## config.mk

```make
export PLATFORM = sky130hd
export DESIGN_NAME = tick_generator
export DESIGN_NICKNAME = d
export VERILOG_FILES = /design/src/rtl/tick_generator.sv
export SDC_FILE = /design/constraint.sdc
export NUM_CORES = 1
export LEC_CHECK = 0
export BUFFER_PORTS_ARGS = -buffer_cell sky130_fd_sc_hd__clkbuf_2
export CORE_AREA = 2 2 225 227
export DETAILED_ROUTE_END_ITERATION = 7
export DIE_AREA = 0 0 227 229
export PLACE_DENSITY = 0.57
export SYNTH_ARGS = -nofsm -noshare
export SYNTH_HDL_FRONTEND = slang
export SYNTH_SLANG_ARGS = --single-unit
```

## constraint.sdc

```tcl
create_clock -name clock -period 5.43 [get_ports clock]
set_clock_uncertainty 0.15 [all_clocks]
set_input_delay 0.8145 -clock clock [delete_from_list [all_inputs] [get_ports clock]]
set_output_delay 0.8145 -clock clock [all_outputs]
set_load 0.005 [all_outputs]
```

## src/rtl/tick_generator.sv

```systemverilog
// Multi-channel fractional tick generator behind a simple memory-mapped bus.
// Each channel emits one-cycle enables whose average period is D/2^FRAC_WIDTH cycles.
module tick_generator #(
    parameter int NUM_CH      = 4,
    parameter int DIV_WIDTH   = 16,
    parameter int FRAC_WIDTH  = 8,
    parameter int DEFAULT_DIV = 217
) (
    input  logic              clock,
    input  logic              reset,
    input  logic              mem_valid,
    input  logic [3:0]        mem_wstrb,
    input  logic [31:0]       mem_addr,
    input  logic [31:0]       mem_wdata,
    output logic [31:0]       mem_rdata,
    output logic              mem_ready,
    output logic [NUM_CH-1:0] tick,
    output logic [NUM_CH-1:0] active
);

    localparam int W = DIV_WIDTH + FRAC_WIDTH;
    localparam logic [W:0]   ONE       = {{DIV_WIDTH{1'b0}}, 1'b1, {FRAC_WIDTH{1'b0}}};
    localparam logic [W-1:0] DIV_RST   = W'(DEFAULT_DIV) << FRAC_WIDTH;
    localparam logic [7:0]   SYNC_ADDR = 8'(8 * NUM_CH);

    logic [NUM_CH-1:0] en;
    logic [W-1:0]      div_q [NUM_CH];
    logic [W-1:0]      acc   [NUM_CH];
    logic [15:0]       cnt   [NUM_CH];

    logic [W:0]        sum   [NUM_CH];
    logic [W:0]        de    [NUM_CH];
    logic [NUM_CH-1:0] hit;

    logic [7:0]        addr;
    logic [4:0]        sel_ch;
    logic [2:0]        sel_off;
    logic              wr;
    logic              wr_sync;
    logic [NUM_CH-1:0] wr_ctrl;
    logic [NUM_CH-1:0] wr_div;
    logic [31:0]       rd_val;
    logic              unused;

    // Divisors below one cycle are clamped so an integer part of 0 ticks every cycle.
    function automatic logic [W:0] eff_div(input logic [W-1:0] dv);
        logic [W:0] wide;
        wide = {1'b0, dv};
        return (wide < ONE) ? ONE : wide;
    endfunction

    assign addr    = mem_addr[7:0];
    assign sel_ch  = addr[7:3];
    assign sel_off = addr[2:0];
    assign wr      = mem_valid && (mem_wstrb != 4'b0000);
    assign wr_sync = wr && (addr == SYNC_ADDR);
    assign active  = en;
    assign unused  = ^{mem_addr[31:8], mem_wdata};

    always_comb begin
        hit     = '0;
        wr_ctrl = '0;
        wr_div  = '0;
        for (int n = 0; n < NUM_CH; n++) begin
            sum[n]     = {1'b0, acc[n]} + ONE;
            de[n]      = eff_div(div_q[n]);
            hit[n]     = (sum[n] >= de[n]);
            wr_ctrl[n] = wr && (sel_ch == 5'(n)) && (sel_off == 3'd0);
            wr_div[n]  = wr && (sel_ch == 5'(n)) && (sel_off == 3'd4);
        end
    end

    always_comb begin
        rd_val = '0;
        for (int n = 0; n < NUM_CH; n++) begin
            if (sel_ch == 5'(n)) begin
                if (sel_off == 3'd0) begin
                    rd_val = {cnt[n], 15'b0, en[n]};
                end else if (sel_off == 3'd4) begin
                    rd_val = 32'(div_q[n]);
                end
            end
        end
    end

    // Bus writes are applied after the accumulator step so a write always wins on its edge.
    always_ff @(posedge clock) begin
        if (reset) begin
            en   <= '0;
            tick <= '0;
            for (int n = 0; n < NUM_CH; n++) begin
                div_q[n] <= DIV_RST;
                acc[n]   <= '0;
                cnt[n]   <= '0;
            end
        end else begin
            for (int n = 0; n < NUM_CH; n++) begin
                if (en[n]) begin
                    if (hit[n]) begin
                        acc[n]  <= W'(sum[n] - de[n]);
                        tick[n] <= 1'b1;
                        cnt[n]  <= cnt[n] + 16'd1;
                    end else begin
                        acc[n]  <= sum[n][W-1:0];
                        tick[n] <= 1'b0;
                    end
                end else begin
                    tick[n] <= 1'b0;
                end
                if (wr_ctrl[n]) begin
                    en[n]  <= mem_wdata[0];
                    cnt[n] <= '0;
                    if (mem_wdata[0]) begin
                        acc[n] <= '0;
                    end
                end
                if (wr_div[n]) begin
                    div_q[n] <= mem_wdata[W-1:0];
                    acc[n]   <= '0;
                end
                if (wr_sync) begin
                    acc[n] <= '0;
                end
            end
        end
    end

    // Every request is answered on the following cycle; data reflects pre-edge state.
    always_ff @(posedge clock) begin
        if (reset) begin
            mem_ready <= 1'b0;
            mem_rdata <= '0;
        end else begin
            mem_ready <= mem_valid;
            mem_rdata <= mem_valid ? rd_val : 32'd0;
        end
    end

endmodule

```

== Word-level counts from Yosys, hierarchy flattened ==
Memory sizes are Yosys's and may differ from the RTL's.
Index checks and enable logic that the tools add are counted.
W data, S select, Z words.
Storage, ports and cells
  bits in registers: 41
  memories: 3
  input port bits: 71
  memory bits (writable): 256
  word-level logic and storage cells: 208
  output and inout bits: 41
Cells by class
  bitwise operators: 33
  eq/ne operators: 5
  magnitude comparators: 8
  reductions and logical operators: 18
  mux-type cells: 122
  $add $sub $neg: 12
Memory list
  acc: depth 4, width 24, rd ports 4, clocked after memory_dff 0, write ports 4, line 28  | logic [W-1:0] acc [NUM_CH];
  div_q: depth 4, width 24, rd ports 4, clocked after memory_dff 0, write ports 4, line 27  | logic [W-1:0] div_q [NUM_CH];
  cnt: depth 4, width 16, rd ports 4, clocked after memory_dff 0, write ports 4, line 29  | logic [15:0] cnt [NUM_CH];
Operators with widths (count)
  $mux W24: 29
  $mux W32: 11
  $mux W16: 8
  $add A24 B9 Y25 const B: 4
  $ge A25 B24 Y1: 4
  $lt A24 B9 Y1 const B: 4
  $sub A24 B24 Y24: 4
  $mux W1: 74
  $add A16 B1 Y16 const B: 4
  $or A1 B1 Y1: 32
  $logic_and A1 B1 Y1: 14
  $eq A5 B2 Y1 const B: 2
  $eq A8 B6 Y1 const B: 1
  $eq A5 B1 Y1 const B: 1
  $logic_not A5 Y1: 1
  $reduce_bool A4 Y1: 1
  $eq A3 B3 Y1 const B: 1
  $logic_not A3 Y1: 1
  $reduce_or A2 Y1: 1
  $not A1 Y1: 1

== Longest topological paths before layout ==
Gate-level depths: netlist (run 1).
  depth in word-level cells: 13
  mapped depth: 17
  gate-level depth less buffers: 14

== Least setup slack after synthesis (run 1) ==
No wires, ideal clock.
  path type: flip-flop to flip-flop
  start: memory acc[0][8] (netlist bit)
  end: memory cnt[0][0] (enable)
  data required time: 4.961 ns
  data arrival time: 3.460 ns
  setup slack: 1.501 ns
  path buffers: 1
  cell stages (with the launch flop): 15
  setup time: 0.319 ns
  period minus slack after synthesis: 3.929 ns
  path through: edfxtp_1 ha_1 nand3_1 nor2_1 and3_1 xor2_1 ha_1 clkbuf_1 a21o_1 a21o_1 a221o_1 or3b_1 nand3_1 nor2_1 a211o_1
RTL lines (line)
  from (decl): 28
  to (decl): 29

==> results of run 1 <==
==> cell families after synthesis <==
group | after synthesis
AOI/OAI and AO/OA | 441
adders and majority gates | 108
xor gates and xnor gates | 165
buffers and inverters | 171
DFF | 297
muxes | 69
and+or+nand+nor | 785
==> cell type report <==
cell class              instances  area share (%)
diodes                          2          0.0227
clock buffers                  51            4.86
clock inverters                21           0.789
inverters                     107            1.82
multi-input cells            1568            47.3
flip-flops and latches        297            38.6
well taps                     672            3.81
repair buffers                109            2.81
==> registers in the layout (all words and copies together) (netlist names) <==
signal / count
mem_rdata: 32
div_q: 96
mem_ready: 1
cnt: 64
acc: 96
tick: 4
active: 4
==> power breakdown <==
part / total, mW / switching [mW] / internal [mW]
logic: 0.797 / 0.479 / 0.318
registers: 2.64 / 0.0864 / 2.56
clock network: 2.54 / 1.05 / 1.49
total: 5.98 / 1.61 / 4.37
==> path summary, 6_finish.rpt <==
check | from | end | slack, ns | cells past startpoint
worst max-delay path | div_q[2][23] | acc[2][19] | 0.67 | 14
worst min-delay path | div_q[2][6] | mem_rdata[6] | 0.41 | 2
worst min register to register | div_q[2][6] | mem_rdata[6] | 0.41 | 2
worst max register to register | div_q[2][23] | acc[2][19] | 0.67 | 14
==> tightest hold or removal path, cell delays in order, from the launching register on <==
cell and delay (ns):
edfxtp_1 0.34, a22oi_1 0.09, nor2_1 0.09
==> through the flow <==
step                instance area [um2]  cells  setup slack [ns]  utilization (%)  total power, mW
CTS                               22000   2825             0.704             44.4             6.02
global placement                  20800   2753             0.719             41.9             3.46
global route                      22000   2826             0.264             44.4             6.21
detailed placement                20800   2753             0.735             41.9             3.47
floorplan                         19600   2036              1.50                -             3.24
finish                            22100   2827             0.667             44.4             5.98
==> metal layers <==
metal | track usage (%) | up-vias | routed length, um
met5 | 0 | - | 26
met4 | 7.58 | 4 | 1780
met3 | 4.63 | 99 | 3990
met2 | 33.9 | 444 | 24900
met1 | 30.4 | 7570 | 25500
li1 | - | 7606 | -
==> layout by cell type, fill, tap and decap left out, drive strengths merged, types with 41 or more instances in the layout <==
cell,instances
o21ai,79
clkbuf,130
xnor2,96
and2,92
a21oi,91
edfxtp,256
nand2,141
nand3,99
dfxtp,41
a21o,53
nor2,216
mux2i,63
xor2,69
inv,111
ha,104
nor3,47
and3,46
==> summary.txt, run 1 <==
Outcome - completed
Post-Synthesis Cells - 2036
Initial DRT Pass Iterations - 5
Mux share of post-synthesis cell area - 3.57%
Total wire length - 56300 um
Main combinational cell family by area after synthesis - simple AND/OR/NAND/NOR gates
Number of flops mapped to enable cells by yosys - 256
Ys flop type - edfxtp_1
Die span in y - 229 um
Vias in the first global route - 15400
FFs w/ async S/R, synth - 0%
Largest net degree at the start of global routing - 30
Post-Syn Area - 0.0196 mm2
First-pass GRT wire length - 88100 um
Core ar. - 0.0497 mm2
ANT nets after route - 0
Critical path type - reg -> reg
Clock root buffer - clkbuf_16
CTS tree - yes
Die ar. - 0.0520 mm2
Slew margin rel. - 13.1%
Slowest Stage Delay on Critical Path - 0.52 ns
Routed len/inst - 19.9 um
Post-CTS Hold Buffers - 0
Initial antenna violation count - 5
Die Wd - 227 um
Crit-path most repeated cell - buf_4
Largest cells by area after synthesis - edfxtp_1 39%, ha_1 6.7%, xnor2_1 4.3%, dfxtp_1 4.2%, nor2_1 4.1%
Global Route Usage Sum - 21.9%
Fraction of layout cells with a size suffix above 1 - 9.48%
# setup viols final - 0
RD Place Congestion - 0.901
Port Buffers - 79
Most common cell in the synthesized netlist - edfxtp_1
I/O pin cnt - 112
Data arrival time of the worst path - 4.90 ns
CP max-delay cell - nor4_1
Min cycle time layout - 4.76 ns
CTS Buf Count - 39
Worst Path Max Fanout - 18
Synth cell types - 72
Average cell area after synthesis - 9.61 um2
WP buf/inv - 2
Setup TNS - 0 ns
MaxCap Viol Count - 0
H-Tree Depth - 2
Sequential Area - 0.00851 mm2
Share of the synthesized area in the top cell type - 39.3%
Starting Density - 39.4%
Area of the multi-input gates - 0.0104 mm2
Clk_lat worst skew - 0.56 ns
Vias per inst - 5.56
Initial DRC count - 1209
Top cells by count, synth - 256 x edfxtp_1, 216 x nor2_1, 141 x nand2_1, 107 x inv_1, 104 x ha_1
Setup repair bufs after CTS - 0
Synth warn - 0
Max VDD drop - 196 uV
Crit path required time - 5.57 ns
Post-Synth Simple-Gate Area - 20.0%
Synth Area in Compound Gates - 15.1%
Clock Pin Slew Worst Setup and Hold Paths - 0.06 ns
Syn nets - 2215
Crit path max-delay family - compound AO/OA/AOI/OAI gates
Yosys top cell by area - edfxtp_1
Final hold violations - 0
Synthesized flop and latch total - 297
Post-synthesis adder-cell area fraction - 7.06%
Cts repair resizes - 0
HPWL after detailed placement - 43000 um
Crit start category - flip-flop
Slew Limit Fails - 0
Fmax - 0.210 GHz
HP Class - reg -> reg
Num rows - 82
Post-synthesis xor/xnor area fraction - 7.39%
P&R area growth vs syn - 12.7%
Max Root-Sink Buffers - 3
Worst-Margin Slew - 1.30 ns
CP cell instances - nor4_1, nand4_1, buf_4, nor2b_1, ha_1, a21oi_1, o21ai_0, a221oi_1, a31oi_2, o21ai_1, o211ai_2, buf_4, nand2b_1, o31ai_1
Cell Pwr Density - 271 mW/mm2
Fin crit share - 87.7%
Clock sinks - 297
Min Hold Slack - 0.415 ns
Critical Path Sink Type - flip-flop
Gr ovfl total - 0
Post-synthesis sequential area ratio - 43.5%
Filler cells - 4815
Final Net Count - 2301
RSZ-0062 raised after global routing - no
DR vias - 15700
LEAKAGE - 8.84 nW
Post-route DRC - 0
No activity file was read; power rests on OpenSTA's default activity.
==> run 2: changes to the inputs <==
Settings changed: ABC_AREA set to 1, CORE_AREA 2 2 225 227 to 2 2 243 245, DIE_AREA 0 0 227 229 to 0 0 245 247, SLEW_MARGIN set to 40.
==> run 2 against run 1 <==
Synthesized cell count rose by 61%; maximum frequency rose by 8.5%; clock-buffer cell count fell by 4; critical endpoint is now acc[3][5]; largest cell class unchanged; non-clock buffer count fell by 10; clock power barely moved; first-iteration DRC count rose by 44%.
==> summary.txt, run 2 <==
Outcome - completed
Hold endpoint - mem_ready
Fin crit share - 80.8%
Largest regs - acc x96, div_q x96, cnt x64
Synth warn - 0
R2r worst-path depth - 17
Fmax - 0.228 GHz
Setup TNS - 0 ns
Setup repair bufs after CTS - 0
RR Startpoint - div_q[3][19]
Die ar. - 0.0605 mm2
H-Tree Depth - 2
Post-CTS Hold Buffers - 0
Slew margin rel. - 47.1%
Max VDD drop - 185 uV
Share of the synthesized area in the top cell type - 33.5%
FFs w/ async S/R, synth - 0%
RR Endpoint - acc[3][5]
Cell count after placement - 4085
Met3 Track Usage GR - 3.18%
HP Class - in -> reg
Die Wd - 245 um
Min cycle time layout - 4.39 ns
Clock Pin Slew Worst Setup and Hold Paths - 0.06 ns
Initial DRC count - 1747
Average cell area after synthesis - 7.02 um2
Ys flop type - edfxtp_1
Clk_lat worst skew - 0.57 ns
Num rows - 89
Worst-Margin Slew - 0.791 ns
Synthesized flop and latch total - 297
Largest net degree at the start of global routing - 38
Hold path start - mem_valid
Top cells by count, synth - 1008 x nand2_1, 629 x inv_1, 364 x nor2_1, 256 x edfxtp_1, 182 x nand3_1
Number of flops mapped to enable cells by yosys - 256
Design Power - 6.15 mW
First-pass GRT wire length - 111000 um
Antenna diodes - 0
Final hold violations - 0
Max Root-Sink Buffers - 3
Most common cell in the synthesized netlist - nand2_1
RSZ-0062 raised after global routing - no
Util after Layout - 43.6%
CTS Buf Count - 37
Cts repair resizes - 0
Crit start category - flip-flop
Synth cell types - 49
Cell Pwr Density - 242 mW/mm2
Clock sinks - 297
I/O pin cnt - 112
Hold path depth - 3
Commonest non-fill, non-tap cell in the layout - nand2_1
DR vias - 20800
Total wire length - 71300 um
CTS tree - yes
Starting Density - 39.4%
Fraction of layout cells with a size suffix above 1 - 7.54%
Slew Limit Fails - 0
Commonest non-fill, non-tap cells in the layout - 1005 x nand2_1, 629 x inv_1, 361 x nor2_1, 256 x edfxtp_1, 181 x nand3_1
Critical Path Sink Type - flip-flop
Gr ovfl total - 0
GRT Max-Usage Layer - met2
Port Buffers - 79
Core ar. - 0.0582 mm2
Worst Path Max Fanout - 20
RD Place Congestion - 0.916
Grt met1 use - 31.4%
Vias per inst - 5.01
Post-synthesis sequential area ratio - 37.1%
Data arrival time of the worst path - 4.47 ns
Global Route Usage Sum - 23.7%
Initial antenna violation count - 1
P&R area growth vs syn - 10.6%
Final Net Count - 3530
HPWL after detailed placement - 57100 um
MaxCap Viol Count - 0
Post-Syn Area - 0.0230 mm2
Yosys top cell by area - edfxtp_1
Routed len/inst - 17.2 um
Crit path required time - 5.51 ns
Critical path type - reg -> reg
Die span in y - 247 um
Post-Synthesis Cells - 3271
LEAKAGE - 12.5 nW
Initial DRT Pass Iterations - 6
Flop2flop setup slack - 1.04 ns
ANT nets after route - 0
Final cell count without fillers - 4153
Syn nets - 3450
# setup viols final - 0
Post-route DRC - 0
Largest cells by area after synthesis - edfxtp_1 33%, nand2_1 16%, inv_1 10%, nor2_1 6.0%, ha_1 5.7%
Clock root buffer - clkbuf_16
M2 GR Usage - 40.3%
Vias in the first global route - 20000
==> run 2: cell types whose count changed after synthesis, moves of 38 or more <==
| cell | delta |
|---|---|
| a21o_1 | -53 |
| o21ai_0 | -42 |
| nand3_1 | +84 |
| xnor2_1 | -64 |
| nand2_1 | +867 |
| and2_1 | -87 |
| nor2_1 | +148 |
| and3_1 | -46 |
| inv_1 | +522 |
| mux2i_1 | -63 |
| nand2b_1 | -38 |
| nand4_1 | +105 |
==> run 2: layout make-up <==
type	count	area, um2
clock buffers	47	1060
clock inverters	21	179
fillers	6072	32800
inverters	641	2410
multi-input cells	2275	11700
flip-flops and latches	297	8510
well taps	773	967
repair buffers	99	546
==> run 2: kinds of logic (layout without fill, tap and decap cells) <==
logic type	count (synthesis)	after routing	share of synthesized area, %
buffers and inverters	699	808	11.9
AO/OA/AOI/OAI	190	190	4.87
AND/OR/NAND/NOR	1849	1849	35.2
flip-flops	297	297	37.1
XOR/XNOR	128	128	4.88
adder cells (fa/ha/maj)	108	108	6.02
==> run 2: worst max path at each step <==
stage	start	end	cells after the start	slack [ns]
final	div_q[3][19]	acc[3][5]	17	1.04
after floorplan	acc[3][8]	cnt[3][0]	21	1.86
after global placement	div_q[3][23]	cnt[3][12]	17	1.08
after detailed placement	div_q[3][23]	cnt[3][12]	17	1.04
after CTS	div_q[3][23]	acc[3][0]	17	1.04
after global routing	div_q[3][19]	cnt[3][14]	17	0.70
==> run 2: power breakdown <==
part | total (mW) | internal (mW) | switching (mW)
clock | 2.52 | 1.45 | 1.08
sequential | 2.63 | 2.56 | 0.0689
combinational | 0.997 | 0.308 | 0.689
total | 6.15 | 4.31 | 1.83
==> run 2: routing by layer <==
| layer | up-vias | wire [um] |
|---|---|---|
| li1 | 10600 | - |
| met4 | 0 | 1840 |
| met5 | - | 0 |
| met2 | 575 | 33200 |
| met1 | 9549 | 31700 |
| met3 | 100 | 4540 |
==> run 2: critical path, stage by stage, from the launching register on <==
cell and delay [ns]:
edfxtp_1 0.38, nor4_1 0.53, nand4_1 0.46, inv_1 0.21
nor2_1 0.07, ha_1 0.35, nand2_2 0.10, nor2_4 0.17
nand2_1 0.13, nor2_2 0.13, nand2_2 0.07, nand3_2 0.09
nand2_2 0.05, nand2_2 0.36, inv_2 0.25, nand2_1 0.12
nand2_1 0.07, inv_1 0.33
==> run 2: through the flow <==
step	setup slack [ns]	instance area (um2)	hold WS, ns
4_1_cts	1.04	25400	0.363
2_1_floorplan	1.86	23000	0.364
5_1_grt	0.705	25400	0.383
6_report	1.04	25400	0.394
3_5_place_dp	1.04	24200	0.447
3_3_place_gp	1.08	24100	0.442
==> run 3: changes to the inputs <==
Clock period 5.43 ns to 4.5 ns, I/O delays scaled along.
==> run 3 against run 2 <==
Core utilization increased by 0.13 points; critical path depth down 2; die area unchanged; critical path type unchanged.
==> summary.txt, run 3 (synthesized netlist as in run 2, its figures left out) <==
Post-route DRC - 0
Initial DRT Pass Iterations - 6
Flop2flop setup slack - 0.37 ns
Crit path launch - div_q[0][19]
Dpl cell area - 0.0243 mm2
ANT nets after route - 0
Commonest non-fill, non-tap cell in the layout - nand2_1
Min cycle time layout - 4.13 ns
Fin crit share - 91.8%
Largest regs - acc x96, div_q x96, cnt x64
Num rows - 89
Setup repair bufs after CTS - 0
Initial DRC count - 1666
Die Wd - 245 um
CTS tree - yes
First-pass GRT wire length - 110000 um
Initial antenna violation count - 0
Worst-Margin Slew - 0.837 ns
Critical path type - reg -> reg
Total wire length - 70800 um
H-Tree Depth - 2
Vias per inst - 5.00
RR Endpoint - acc[0][5]
Worst Path Max Fanout - 19
Final hold violations - 0
Final Net Count - 3543
# setup viols final - 0
Routed len/inst - 17.0 um
MaxCap Viol Count - 0
Port Buffers - 79
Die ar. - 0.0605 mm2
Util after Layout - 43.7%
Fmax - 0.242 GHz
Final cell count without fillers - 4164
Post-CTS Hold Buffers - 0
Critical Path Sink Type - flip-flop
HP Class - in -> reg
Fin worst setup slack - 0.369 ns
DR vias - 20800
Commonest non-fill, non-tap cells in the layout - 1007 x nand2_1, 629 x inv_1, 362 x nor2_1, 256 x edfxtp_1, 182 x nand3_1
Max VDD drop - 246 uV
Slew Limit Fails - 0
I/O pin cnt - 112
Setup TNS - 0 ns
LEAKAGE - 12.5 nW
End of the critical path - acc[0][5]
Design Power - 7.42 mW
CTS Buf Count - 36
Die span in y - 247 um
Data arrival time of the worst path - 4.18 ns
RSZ-0062 raised after global routing - no
Crit path required time - 4.55 ns
Cell Pwr Density - 291 mW/mm2
Core ar. - 0.0582 mm2
Crit start category - flip-flop
Starting Density - 39.4%
Global Route Usage Sum - 23.4%
Clock Pin Slew Worst Setup and Hold Paths - 0.06 ns
Gr ovfl total - 0
Post-route cell area - 0.0255 mm2
RR Startpoint - div_q[0][19]
Largest net degree at the start of global routing - 33
Fraction of layout cells with a size suffix above 1 - 7.58%
Clk_lat worst skew - 0.56 ns
Vias in the first global route - 19800
Max Root-Sink Buffers - 3
HPWL after detailed placement - 57200 um
Clock sinks - 297
RD Place Congestion - 0.944
Cell count after placement - 4099
Slew margin rel. - 44.0%
Cts repair resizes - 0
R2r worst-path depth - 15
Min Hold Slack - 0.242 ns
Post-Place Setup Slack - 0.359 ns
Outcome - completed
P&R area growth vs syn - 11.0%
Clock root buffer - clkbuf_16
-- run 3: cell count changes in the layout (fill, tap and decap cells not counted), moves of 2 or more --
cell        previous run  this run
clkinv_4               3         1
nand2_2               21        19
nand2_1             1005      1007
clkinv_2               8         5
buf_4                 20        34
clkinvlp_4             3         1
bufinv_16              1         3
clkbuf_1               5         7
-- run 3: worst max-delay path, stage by stage, from the launching register on --
cell	delay (ns)
edfxtp_1	0.38
nor4_1	0.50
nand4_1	0.51
inv_1	0.19
nor2_1	0.09
ha_1	0.34
nand2_1	0.12
nor2_2	0.26
nand2_1	0.11
nor2_1	0.11
nand2_1	0.08
nand3_2	0.11
nand2_4	0.14
nand2_2	0.17
nand2_1	0.16
nand2_1	0.35
-- run 3: per-layer routing --
| layer | GRT usage [%] | share of wire (%) | up-vias |
|---|---|---|---|
| li1 | - | - | 10600 |
| met1 | 31.8 | 46 | 9560 |
| met2 | 39.1 | 46 | 562 |
| met3 | 3.05 | 5.8 | 97 |
| met4 | 6.40 | 2.5 | 0 |
| met5 | 0 | 0 | - |
-- run 3: where the power goes --
| group | switching [mW] | leakage [nW] | internal [mW] | total [mW] |
|---|---|---|---|---|
| combinational | 0.832 | 9.04 | 0.379 | 1.21 |
| clock | 1.22 | 0.598 | 1.82 | 3.04 |
| sequential | 0.0831 | 2.91 | 3.08 | 3.17 |
| total | 2.14 | 12.5 | 5.28 | 7.42 |
-- run 3: layout make-up --
cell class              count  area, um2
inverters                 641       2410
multi-input cells        2275      11700
diodes                      1       2.50
clock buffers              49       1050
repair buffers            113        651
clock inverters            15        168
flip-flops and latches    297       8510
well taps                 773        967
fillers                  6184      32800
-- run 3: how the worst min path moves through the flow --
stage,startpoint,end,slack [ns],cells after the start
floorplan,div_q[2][5],mem_rdata[5],0.36,2
global placement,cnt[3][15],mem_rdata[31],0.45,2
detailed placement,cnt[3][15],mem_rdata[31],0.45,2
CTS,mem_valid,mem_ready,0.21,3
global route,mem_valid,mem_ready,0.24,3
finish,mem_valid,mem_ready,0.24,3
